$ cat config.mk
export PLATFORM = sky130hd
export DESIGN_NAME = dmem_arbiter_flat
export DESIGN_NICKNAME = d
export VERILOG_FILES = /design/src/rtl/dmem_arbiter_pkg.sv /design/src/rtl/dmem_arbiter_if.sv /design/src/rtl/dmem_arbiter_rr_arb2.sv /design/src/rtl/dmem_arbiter.sv /design/src/flat_wrapper.sv
export SDC_FILE = /design/constraint.sdc
export NUM_CORES = 1
export LEC_CHECK = 0
export BUFFER_PORTS_ARGS = -buffer_cell sky130_fd_sc_hd__buf_2
export CAP_MARGIN = 20
export CORE_AREA = 2 2 90 92
export DETAILED_ROUTE_END_ITERATION = 16
export DIE_AREA = 0 0 92 94
export SYNTH_ARGS = -nofsm -noshare
export SYNTH_HDL_FRONTEND = slang
export SYNTH_HIERARCHICAL = 1
export SYNTH_SLANG_ARGS = --single-unit
$ cat constraint.sdc
create_clock -name clk -period 2.1 [get_ports clk]
set_clock_uncertainty 0.15 [all_clocks]
set_input_delay 0.105 -clock clk [delete_from_list [all_inputs] [get_ports clk]]
set_output_delay 0.105 -clock clk [all_outputs]
set_load 0.01 [all_outputs]
$ cat src/rtl/dmem_arbiter_pkg.sv
// rtl/dmem_arbiter_pkg.sv - shared encodings for the data-memory arbiter
package dmem_arbiter_pkg;

    typedef enum logic {
        ST_ARB  = 1'b0,
        ST_LOCK = 1'b1
    } arb_state_e;

    typedef enum logic {
        OWN_CPU = 1'b0,
        OWN_DBG = 1'b1
    } owner_e;

    localparam logic [1:0] WSIZE_NONE = 2'b00;
    localparam logic [1:0] WSIZE_BYTE = 2'b01;
    localparam logic [1:0] WSIZE_HALF = 2'b10;
    localparam logic [1:0] WSIZE_WORD = 2'b11;

endpackage

$ cat src/rtl/dmem_arbiter_if.sv
// rtl/dmem_arbiter_if.sv - CPU, debug and memory signal bundle of the arbiter
interface dmem_arbiter_if #(
    parameter int ADDR_WIDTH = 5
);
    logic                  i_cpu_req;
    logic                  i_cpu_we;
    logic [ADDR_WIDTH-1:0] i_cpu_addr;
    logic [31:0]           i_cpu_wdata;
    logic [1:0]            i_cpu_wsize;
    logic                  o_cpu_gnt;
    logic                  o_cpu_rvalid;
    logic [31:0]           o_cpu_rdata;

    logic                  i_dbg_req;
    logic                  i_dbg_we;
    logic [ADDR_WIDTH-1:0] i_dbg_addr;
    logic [31:0]           i_dbg_wdata;
    logic [1:0]            i_dbg_wsize;
    logic                  i_dbg_lock;
    logic                  o_dbg_gnt;
    logic                  o_dbg_rvalid;
    logic [31:0]           o_dbg_rdata;

    logic [31:0]           o_mem_din;
    logic [ADDR_WIDTH-1:0] o_mem_waddr;
    logic [ADDR_WIDTH-1:0] o_mem_raddr;
    logic [1:0]            o_mem_wsize;
    logic                  o_mem_wen;
    logic                  o_mem_ren;
    logic [31:0]           i_mem_dout;

    modport slave (
        input  i_cpu_req, i_cpu_we, i_cpu_addr, i_cpu_wdata, i_cpu_wsize,
        output o_cpu_gnt, o_cpu_rvalid, o_cpu_rdata,
        input  i_dbg_req, i_dbg_we, i_dbg_addr, i_dbg_wdata, i_dbg_wsize, i_dbg_lock,
        output o_dbg_gnt, o_dbg_rvalid, o_dbg_rdata,
        output o_mem_din, o_mem_waddr, o_mem_raddr, o_mem_wsize, o_mem_wen, o_mem_ren,
        input  i_mem_dout
    );

    modport master (
        output i_cpu_req, i_cpu_we, i_cpu_addr, i_cpu_wdata, i_cpu_wsize,
        input  o_cpu_gnt, o_cpu_rvalid, o_cpu_rdata,
        output i_dbg_req, i_dbg_we, i_dbg_addr, i_dbg_wdata, i_dbg_wsize, i_dbg_lock,
        input  o_dbg_gnt, o_dbg_rvalid, o_dbg_rdata,
        input  o_mem_din, o_mem_waddr, o_mem_raddr, o_mem_wsize, o_mem_wen, o_mem_ren,
        output i_mem_dout
    );

endinterface

$ cat src/rtl/dmem_arbiter_rr_arb2.sv
// rtl/dmem_arbiter_rr_arb2.sv - two-input round-robin grant with last-owner register
module rr_arb2
    import dmem_arbiter_pkg::*;
(
    input  logic clk,
    input  logic i_rst,
    input  logic i_req_cpu,
    input  logic i_req_dbg,
    input  logic i_dbg_only,
    output logic o_gnt_cpu,
    output logic o_gnt_dbg
);

    owner_e last_q;
    owner_e last_d;

    // On contention the requester that did not own the previous grant wins.
    always_comb begin
        o_gnt_cpu = 1'b0;
        o_gnt_dbg = 1'b0;
        if (!i_rst) begin
            if (i_dbg_only) begin
                o_gnt_dbg = i_req_dbg;
            end else if (i_req_cpu && i_req_dbg) begin
                o_gnt_cpu = (last_q == OWN_DBG);
                o_gnt_dbg = (last_q == OWN_CPU);
            end else begin
                o_gnt_cpu = i_req_cpu;
                o_gnt_dbg = i_req_dbg;
            end
        end
    end

    always_comb begin
        last_d = last_q;
        if (o_gnt_cpu) begin
            last_d = OWN_CPU;
        end else if (o_gnt_dbg) begin
            last_d = OWN_DBG;
        end
    end

    always_ff @(posedge clk) begin
        if (i_rst) begin
            last_q <= OWN_DBG;
        end else begin
            last_q <= last_d;
        end
    end

endmodule

$ cat src/rtl/dmem_arbiter.sv
// rtl/dmem_arbiter.sv - CPU/debug data-memory arbiter with debug lock and read-response routing
module dmem_arbiter
    import dmem_arbiter_pkg::*;
#(
    parameter int ADDR_WIDTH = 5
) (
    input  logic           clk,
    input  logic           i_rst,
    dmem_arbiter_if.slave  bus
);

    localparam logic [ADDR_WIDTH-1:0] ADDR_ZERO = '0;

    arb_state_e state_q;
    arb_state_e state_d;
    logic       cpu_rvalid_q;
    logic       cpu_rvalid_d;
    logic       dbg_rvalid_q;
    logic       dbg_rvalid_d;
    logic       cpu_gnt;
    logic       dbg_gnt;

    rr_arb2 u_rr_arb2 (
        .clk        (clk),
        .i_rst      (i_rst),
        .i_req_cpu  (bus.i_cpu_req),
        .i_req_dbg  (bus.i_dbg_req),
        .i_dbg_only (state_q == ST_LOCK),
        .o_gnt_cpu  (cpu_gnt),
        .o_gnt_dbg  (dbg_gnt)
    );

    // While locked every debug grant keeps last-owner at debug, so the CPU wins first after release.
    always_comb begin
        state_d = state_q;
        case (state_q)
            ST_ARB:  if (dbg_gnt && bus.i_dbg_lock) state_d = ST_LOCK;
            ST_LOCK: if (!bus.i_dbg_lock)           state_d = ST_ARB;
            default: state_d = ST_ARB;
        endcase
    end

    always_comb begin
        cpu_rvalid_d = cpu_gnt & ~bus.i_cpu_we;
        dbg_rvalid_d = dbg_gnt & ~bus.i_dbg_we;
    end

    always_comb begin
        bus.o_mem_waddr = ADDR_ZERO;
        bus.o_mem_din   = 32'h0;
        bus.o_mem_wsize = WSIZE_NONE;
        bus.o_mem_wen   = 1'b0;
        bus.o_mem_ren   = 1'b0;
        if (cpu_gnt) begin
            bus.o_mem_waddr = bus.i_cpu_addr;
            bus.o_mem_din   = bus.i_cpu_wdata;
            bus.o_mem_wsize = bus.i_cpu_wsize;
            bus.o_mem_wen   = bus.i_cpu_we;
            bus.o_mem_ren   = ~bus.i_cpu_we;
        end else if (dbg_gnt) begin
            bus.o_mem_waddr = bus.i_dbg_addr;
            bus.o_mem_din   = bus.i_dbg_wdata;
            bus.o_mem_wsize = bus.i_dbg_wsize;
            bus.o_mem_wen   = bus.i_dbg_we;
            bus.o_mem_ren   = ~bus.i_dbg_we;
        end
    end

    assign bus.o_mem_raddr  = bus.o_mem_waddr;
    assign bus.o_cpu_gnt    = cpu_gnt;
    assign bus.o_dbg_gnt    = dbg_gnt;

    // Masking with i_rst drops a response whose read was granted the cycle before reset.
    assign bus.o_cpu_rvalid = cpu_rvalid_q & ~i_rst;
    assign bus.o_dbg_rvalid = dbg_rvalid_q & ~i_rst;
    assign bus.o_cpu_rdata  = bus.o_cpu_rvalid ? bus.i_mem_dout : 32'h0;
    assign bus.o_dbg_rdata  = bus.o_dbg_rvalid ? bus.i_mem_dout : 32'h0;

    always_ff @(posedge clk) begin
        if (i_rst) begin
            state_q      <= ST_ARB;
            cpu_rvalid_q <= 1'b0;
            dbg_rvalid_q <= 1'b0;
        end else begin
            state_q      <= state_d;
            cpu_rvalid_q <= cpu_rvalid_d;
            dbg_rvalid_q <= dbg_rvalid_d;
        end
    end

endmodule

$ cat src/flat_wrapper.sv
// flat-port wrapper written by rule: the top's interface ports become plain ports
module dmem_arbiter_flat import dmem_arbiter_pkg::*;
#(
    parameter int ADDR_WIDTH = 5
)
  (clk, i_rst, bus_i_cpu_req, bus_i_cpu_we, bus_i_cpu_addr, bus_i_cpu_wdata, bus_i_cpu_wsize, bus_o_cpu_gnt, bus_o_cpu_rvalid, bus_o_cpu_rdata, bus_i_dbg_req, bus_i_dbg_we, bus_i_dbg_addr, bus_i_dbg_wdata, bus_i_dbg_wsize, bus_i_dbg_lock, bus_o_dbg_gnt, bus_o_dbg_rvalid, bus_o_dbg_rdata, bus_o_mem_din, bus_o_mem_waddr, bus_o_mem_raddr, bus_o_mem_wsize, bus_o_mem_wen, bus_o_mem_ren, bus_i_mem_dout);
  dmem_arbiter_if #(.ADDR_WIDTH(ADDR_WIDTH)) bus_i ();
  input  logic clk;
  input  logic i_rst;
  input wire logic [$bits(bus_i.i_cpu_req)-1:0] bus_i_cpu_req;
  input wire logic [$bits(bus_i.i_cpu_we)-1:0] bus_i_cpu_we;
  input wire logic [$bits(bus_i.i_cpu_addr)-1:0] bus_i_cpu_addr;
  input wire logic [$bits(bus_i.i_cpu_wdata)-1:0] bus_i_cpu_wdata;
  input wire logic [$bits(bus_i.i_cpu_wsize)-1:0] bus_i_cpu_wsize;
  output wire logic [$bits(bus_i.o_cpu_gnt)-1:0] bus_o_cpu_gnt;
  output wire logic [$bits(bus_i.o_cpu_rvalid)-1:0] bus_o_cpu_rvalid;
  output wire logic [$bits(bus_i.o_cpu_rdata)-1:0] bus_o_cpu_rdata;
  input wire logic [$bits(bus_i.i_dbg_req)-1:0] bus_i_dbg_req;
  input wire logic [$bits(bus_i.i_dbg_we)-1:0] bus_i_dbg_we;
  input wire logic [$bits(bus_i.i_dbg_addr)-1:0] bus_i_dbg_addr;
  input wire logic [$bits(bus_i.i_dbg_wdata)-1:0] bus_i_dbg_wdata;
  input wire logic [$bits(bus_i.i_dbg_wsize)-1:0] bus_i_dbg_wsize;
  input wire logic [$bits(bus_i.i_dbg_lock)-1:0] bus_i_dbg_lock;
  output wire logic [$bits(bus_i.o_dbg_gnt)-1:0] bus_o_dbg_gnt;
  output wire logic [$bits(bus_i.o_dbg_rvalid)-1:0] bus_o_dbg_rvalid;
  output wire logic [$bits(bus_i.o_dbg_rdata)-1:0] bus_o_dbg_rdata;
  output wire logic [$bits(bus_i.o_mem_din)-1:0] bus_o_mem_din;
  output wire logic [$bits(bus_i.o_mem_waddr)-1:0] bus_o_mem_waddr;
  output wire logic [$bits(bus_i.o_mem_raddr)-1:0] bus_o_mem_raddr;
  output wire logic [$bits(bus_i.o_mem_wsize)-1:0] bus_o_mem_wsize;
  output wire logic [$bits(bus_i.o_mem_wen)-1:0] bus_o_mem_wen;
  output wire logic [$bits(bus_i.o_mem_ren)-1:0] bus_o_mem_ren;
  input wire logic [$bits(bus_i.i_mem_dout)-1:0] bus_i_mem_dout;
  assign bus_i.i_cpu_req = bus_i_cpu_req;
  assign bus_i.i_cpu_we = bus_i_cpu_we;
  assign bus_i.i_cpu_addr = bus_i_cpu_addr;
  assign bus_i.i_cpu_wdata = bus_i_cpu_wdata;
  assign bus_i.i_cpu_wsize = bus_i_cpu_wsize;
  assign bus_o_cpu_gnt = bus_i.o_cpu_gnt;
  assign bus_o_cpu_rvalid = bus_i.o_cpu_rvalid;
  assign bus_o_cpu_rdata = bus_i.o_cpu_rdata;
  assign bus_i.i_dbg_req = bus_i_dbg_req;
  assign bus_i.i_dbg_we = bus_i_dbg_we;
  assign bus_i.i_dbg_addr = bus_i_dbg_addr;
  assign bus_i.i_dbg_wdata = bus_i_dbg_wdata;
  assign bus_i.i_dbg_wsize = bus_i_dbg_wsize;
  assign bus_i.i_dbg_lock = bus_i_dbg_lock;
  assign bus_o_dbg_gnt = bus_i.o_dbg_gnt;
  assign bus_o_dbg_rvalid = bus_i.o_dbg_rvalid;
  assign bus_o_dbg_rdata = bus_i.o_dbg_rdata;
  assign bus_o_mem_din = bus_i.o_mem_din;
  assign bus_o_mem_waddr = bus_i.o_mem_waddr;
  assign bus_o_mem_raddr = bus_i.o_mem_raddr;
  assign bus_o_mem_wsize = bus_i.o_mem_wsize;
  assign bus_o_mem_wen = bus_i.o_mem_wen;
  assign bus_o_mem_ren = bus_i.o_mem_ren;
  assign bus_i.i_mem_dout = bus_i_mem_dout;
  dmem_arbiter #(.ADDR_WIDTH(ADDR_WIDTH)) u_core (.clk(clk), .i_rst(i_rst), .bus(bus_i));
endmodule
==> results of run 1 <==
placed cells by master, fill, tap and decap left out, drive strengths merged:
cell and count:
nor3b 3, o21ai 2, nor2 3, nor2b 4, and3b 1, or2b 1
nand2 4, o21bai 1, dlygate4sd3 3, a22o 38, mux2i 1, nor4b 1
and2 64, dfxtp 4, buf 238, clkbuf 5
through the flow:
stage,area [µm²],setup slack (ps)
final,2480,78.5
after detailed placement,2310,313
after global placement,2310,340
after floorplan,1100,220
after CTS,2380,70.1
after global routing,2480,-1.01
sequential cells by signal, summed over array words and instances (netlist names):
signal and flops:
u_core/u_rr_arb2/last_q 1, u_core/cpu_rvalid_q 1, u_core/dbg_rvalid_q 1, u_core/state_q 1
where the power goes:
group | total (mW) | internal, mW | switching (mW)
Clock | 0.165 | 0.122 | 0.0429
Combinational | 0.378 | 0.206 | 0.171
Sequential | 0.0816 | 0.0797 | 0.00189
Total | 0.625 | 0.408 | 0.216
metal layers:
layer / vias to the layer above / wire (µm) / track usage [%]
met2: 130 / 3260 / 22.4
li1: 963 / - / -
met3: 4 / 570 / 1.93
met1: 814 / 2200 / 13.6
met5: - / 0 / 0
met4: 0 / 46 / 3.36
critical path: cells and delay by family, from the launching register on:
kind | cells | cell delay (ps)
AO/OA/AOI/OAI | 1 | 120
buffers and inverters | 3 | 410
flip-flops | 1 | 350
AND/OR/NAND/NOR | 3 | 640
repair_timing:
item / in CTS / in global routing
setup buffers: 0 / 1
resized for setup: 0 / 1
endpoints found under the hold margin: 3 / 0
setup endpoints to repair: 0 / 5
hold buffers: 3 / 0
worst paths after layout:
kind	end	slack (ps)
worst max-delay path	bus_o_mem_din[8]	80
worst min-delay path	u_core/dbg_rvalid_q	40
worst max register to register	u_core/cpu_rvalid_q	650
worst min register to register	u_core/u_rr_arb2/last_q	380
cells by family (layout without fill, tap and decap cells):
kind of cell / after synthesis / after routing / share of synthesized area, %
AOI/OAI and AO/OA: 41 / 41 / 31.7
muxes: 1 / 1 / 0.907
and+or+nand+nor: 81 / 81 / 47.4
DFF: 4 / 4 / 7.26
buffers and inverters: 20 / 246 / 12.7
final cells by class:
class,count,share of cell area (%)
Timing Repair Buffer,243,53.9
Multi-Input combinational cell,123,36.0
Sequential cell,4,3.28
Tap cell,102,5.15
Clock buffer,3,1.67
==> impl_metrics.env, run 1 <==
export IMPL_drc=0
export IMPL_io_buffer_count=230
export IMPL_syn_num_nets=264
export IMPL_cts_tree="yes"
export IMPL_vias_per_cell=4.02
export IMPL_vias=1911
export IMPL_cts_made_buffers=3
export IMPL_synthTopCellsByCount="and2_1, a22o_1, buf_2, buf_4"
export IMPL_multi_input_area_um2=892
export IMPL_cp_arrival_ps=1770
export IMPL_syn_area_per_cell_um2=7.51
export IMPL_instances_no_fill=475
export IMPL_synth_distinct_cells=22
export IMPL_track_usage_pct=11.8
export IMPL_min_period_over_period_pct=96.3
export IMPL_min_delay_start="bus_i_dbg_we"
export IMPL_reg2reg_from="u_core/u_rr_arb2/last_q"
export IMPL_endpoint_kind="output port"
export IMPL_drive_gt1_share_pct=66.8
export IMPL_rr_worst_depth=4
export IMPL_slew_viol_final=0
export IMPL_async_reset_ff_share_pct=0
export IMPL_gp_congestion=0.761
export IMPL_cpPeakStageDelay_ps=350
export IMPL_finalPower_mw=0.625
export IMPL_pin_count=231
export IMPL_htree_levels=1
export IMPL_synth_edf_count=0
export IMPL_ys_seq_area_share_pct=7.26
export IMPL_ys_warnings_count=6
export IMPL_drt_iter0_markers=24
export IMPL_tightestPinTransition_ps=377
export IMPL_syn_cell_area_um2=1100
export IMPL_yosysTopAreaCell="and2_1"
export IMPL_n_antenna_cell=0
export IMPL_outcome="finished, final reports clean"
export IMPL_synth_area_leaders="and2_1, a22o_1, dfxtp_1, buf_4, buf_2"
export IMPL_num_rows=32
export IMPL_power_density_nw_per_um2=252
export IMPL_antenna_left=0
export IMPL_fin_util_pct=32.6
export IMPL_grt_pass1_vias=1712
export IMPL_overflow=0
export IMPL_cts_root_buf="clkbuf_8"
export IMPL_start_util_pct=14.5
export IMPL_area_delta_synth_final_pct=125
export IMPL_crit_type="register to output port"
export IMPL_whs_ps=35.9
export IMPL_synth_main_ff_cell="dfxtp_1"
export IMPL_maxCapViolCount=0
export IMPL_antenna_found_initial=0
export IMPL_hold_violations=0
export IMPL_netlist_instances=147
export IMPL_grt_max_degree=46
export IMPL_die_h_um=94
export IMPL_ys_ff_latch=4
export IMPL_setup_violations=0
export IMPL_dpl_cell_count=464
export IMPL_wl_um=6070
export IMPL_clock_sinks=4
export IMPL_cp_max_fo=9
export IMPL_wire_per_inst_um=12.8
export IMPL_hp_class="input port to register"
export IMPL_netlist_area_leader_share_pct=36.3
export IMPL_fill_cells=820
export IMPL_fmax_ghz=0.495
export IMPL_die_x_um=92
export IMPL_max_vdd_ir_drop_v=0.000121
export IMPL_startpoint_type="register"
export IMPL_cts_max_path_buffers=2
export IMPL_critPathSlowestCell="dfxtp_2"
export IMPL_crit_path_cell_trace="and3b_1 -> nor3b_2 -> nor2b_4 -> buf_12 -> clkbuf_16 -> a22o_1 -> buf_2"
export IMPL_hold_depth=3
export IMPL_period_minus_slack_ps=2020
export IMPL_finalSetupTns_ps=0
export IMPL_insertion_delay_ps=220
export IMPL_dieArea_um2=8650
export IMPL_fin_nets=492
export IMPL_clk_pin_slew_ps=30
export IMPL_grt_pass1_wl_um=8390
export IMPL_startpoint="u_core/state_q"
export IMPL_maxSlewHeadroom_pct=74.7
export IMPL_core_area_um2=7610
export IMPL_p_leak_nw=1.59
export IMPL_regArea_um2=81.3
export IMPL_synth_most_common_cell="and2_1"
export IMPL_firstDrtPassIters=4
export IMPL_crit_required_ps=1850
Note: power is estimated with default switching activity, not from simulation.
==> run 2: changes to the inputs <==
Settings changed: CELL_PAD_IN_SITES_DETAIL_PLACEMENT set to 1, CELL_PAD_IN_SITES_GLOBAL_PLACEMENT set to 2, CORE_AREA 2 2 90 92 to 2 2 109 111, DIE_AREA 0 0 92 94 to 0 0 111 113, PLACE_DENSITY_LB_ADDON set to 0.1, SETUP_SLACK_MARGIN set to 0.1.
==> run 2 against run 1 <==
Against the previous run: critical path depth is the same; first-iteration DRC count up 79%; worst hold slack got worse by 16 ps; worst setup slack better by 21 ps.
==> impl_metrics.env, run 2 (synthesis results as in run 1) <==
export IMPL_dp_hpwl_um=5910
export IMPL_dpl_cell_count=505
export IMPL_fin_nets=496
export IMPL_core_area_um2=11300
export IMPL_power_density_nw_per_um2=299
export IMPL_setup_violations=0
export IMPL_regArea_um2=82.6
export IMPL_final_cell_mix="buf_2, and2_1, a22o_1"
export IMPL_cts_made_buffers=3
export IMPL_crit_type="register to output port"
export IMPL_hp_class="input port to register"
export IMPL_tightestPinTransition_ps=324
export IMPL_die_h_um=113
export IMPL_outcome="finished, final reports clean"
export IMPL_pre_cts_ws_ps=-104
export IMPL_intPower_mw=0.531
export IMPL_period_minus_slack_ps=2000
export IMPL_area_delta_synth_final_pct=133
export IMPL_drt_iter0_markers=43
export IMPL_htree_levels=1
export IMPL_clk_pin_slew_ps=30
export IMPL_maxSlewHeadroom_pct=78.3
export IMPL_seq_power_share_pct=10.6
export IMPL_drive_gt1_share_pct=67.9
export IMPL_n_antenna_cell=0
export IMPL_maxCapViolCount=0
export IMPL_cp_arrival_ps=1750
export IMPL_wire_per_inst_um=14.0
export IMPL_fmax_ghz=0.500
export IMPL_vias_per_cell=3.87
export IMPL_hold_violations=0
export IMPL_r2r_slack_ps=580
export IMPL_crit_required_ps=1850
export IMPL_grt_max_degree=46
export IMPL_slew_viol_final=0
export IMPL_antenna_left=0
export IMPL_cp_max_fo=5
export IMPL_grt_pass1_vias=2032
export IMPL_instances_no_fill=520
export IMPL_cts_root_buf="clkbuf_16"
export IMPL_antenna_found_initial=0
export IMPL_track_usage_pct=10.7
export IMPL_vias=2012
export IMPL_dieArea_um2=12500
export IMPL_final_common_cell="buf_2"
export IMPL_cts_tree="yes"
export IMPL_cts_max_path_buffers=2
export IMPL_p_sw_share_pct=31.0
export IMPL_insertion_delay_ps=230
export IMPL_die_x_um=111
export IMPL_firstDrtPassIters=3
export IMPL_clock_sinks=4
export IMPL_finalSetupTns_ps=0
export IMPL_endpoint_kind="output port"
export IMPL_pin_count=231
export IMPL_startpoint_type="register"
export IMPL_p_clk_share_pct=39.9
export IMPL_finalPower_mw=0.769
export IMPL_start_util_pct=9.79
export IMPL_p_leak_nw=1.61
export IMPL_switchingPower_mw=0.238
export IMPL_overflow=0
export IMPL_wl_um=7300
export IMPL_finalWorstSetupSlack_ps=99.4
export IMPL_rsz0062_at_grt="yes"
export IMPL_drc=0
export IMPL_combPwrFrac_pct=49.5
export IMPL_io_buffer_count=230
export IMPL_multi_input_area_um2=913
export IMPL_num_rows=39
export IMPL_fin_util_pct=22.8
export IMPL_max_vdd_ir_drop_v=0.000177
export IMPL_min_period_over_period_pct=95.3
export IMPL_grt_pass1_wl_um=10700
export IMPL_gp_congestion=0.738
export IMPL_fill_cells=1431
## run 2: cell type report
type	instances	area share, %
clock buffers	3	2.92
well taps	143	6.96
repair buffers	246	51.4
flip-flops and latches	4	3.21
multi-input cells	124	35.5
## run 2: per-layer routing
layer	up-vias	wire length (µm)	global-route usage (%)	part of all wire, %
met5	-	0	0	0
met4	0	72	2.75	0.99
met3	5	966	4.23	13
met2	150	3910	21.7	54
met1	887	2350	9.79	32
li1	970	-	-	-
## run 2: repair_timing
| action | 4_1_cts | 5_1_grt |
|---|---|---|
| setup endpoints to repair | 46 | 40 |
| cloned | 1 | 1 |
| hold buffers | 1 | 1 |
| resized for setup | 5 | 9 |
| pin swaps | 2 | 3 |
| hold endpoints to repair | 1 | 1 |
| setup buffers | 7 | 1 |
## run 2: worst paths after layout
check / startpoint / to / cells past startpoint
setup / recovery: u_core/state_q / bus_o_mem_raddr[2] / 7
hold / removal: bus_i_dbg_we / u_core/dbg_rvalid_q / 3
setup reg to reg: u_core/state_q / u_core/cpu_rvalid_q / 4
hold reg to reg: u_core/u_rr_arb2/last_q / u_core/u_rr_arb2/last_q / 2
## run 2: worst max-delay path, cell delays in order (launching register included)
cell and delay (ps):
dfxtp_2 320, buf_6 120, nor4b_4 350, buf_4 190, nor2b_4 50, buf_4 160, a22o_1 190, buf_2 140
## run 2: power groups by stage
| stage | sequential [mW] | clock (mW) | combinational, mW |
|---|---|---|---|
| 5_1_grt | 0.0822 | 0.316 | 0.418 |
| 6_report | 0.0817 | 0.307 | 0.380 |
| 2_1_floorplan | 0.0819 | 0 | 0.160 |
| 3_5_place_dp | 0.0820 | 0 | 0.349 |
| 4_1_cts | 0.0816 | 0.307 | 0.376 |
| 3_3_place_gp | 0.0818 | 0 | 0.349 |
## run 2: per-stage QoR
stage                     hold WS [ps]  cell area [µm²]
after CTS                         3.29             2520
after floorplan                   27.4             1100
after global routing              39.6             2570
final                             19.9             2570
after detailed placement           172             2340
after global placement             161             2340
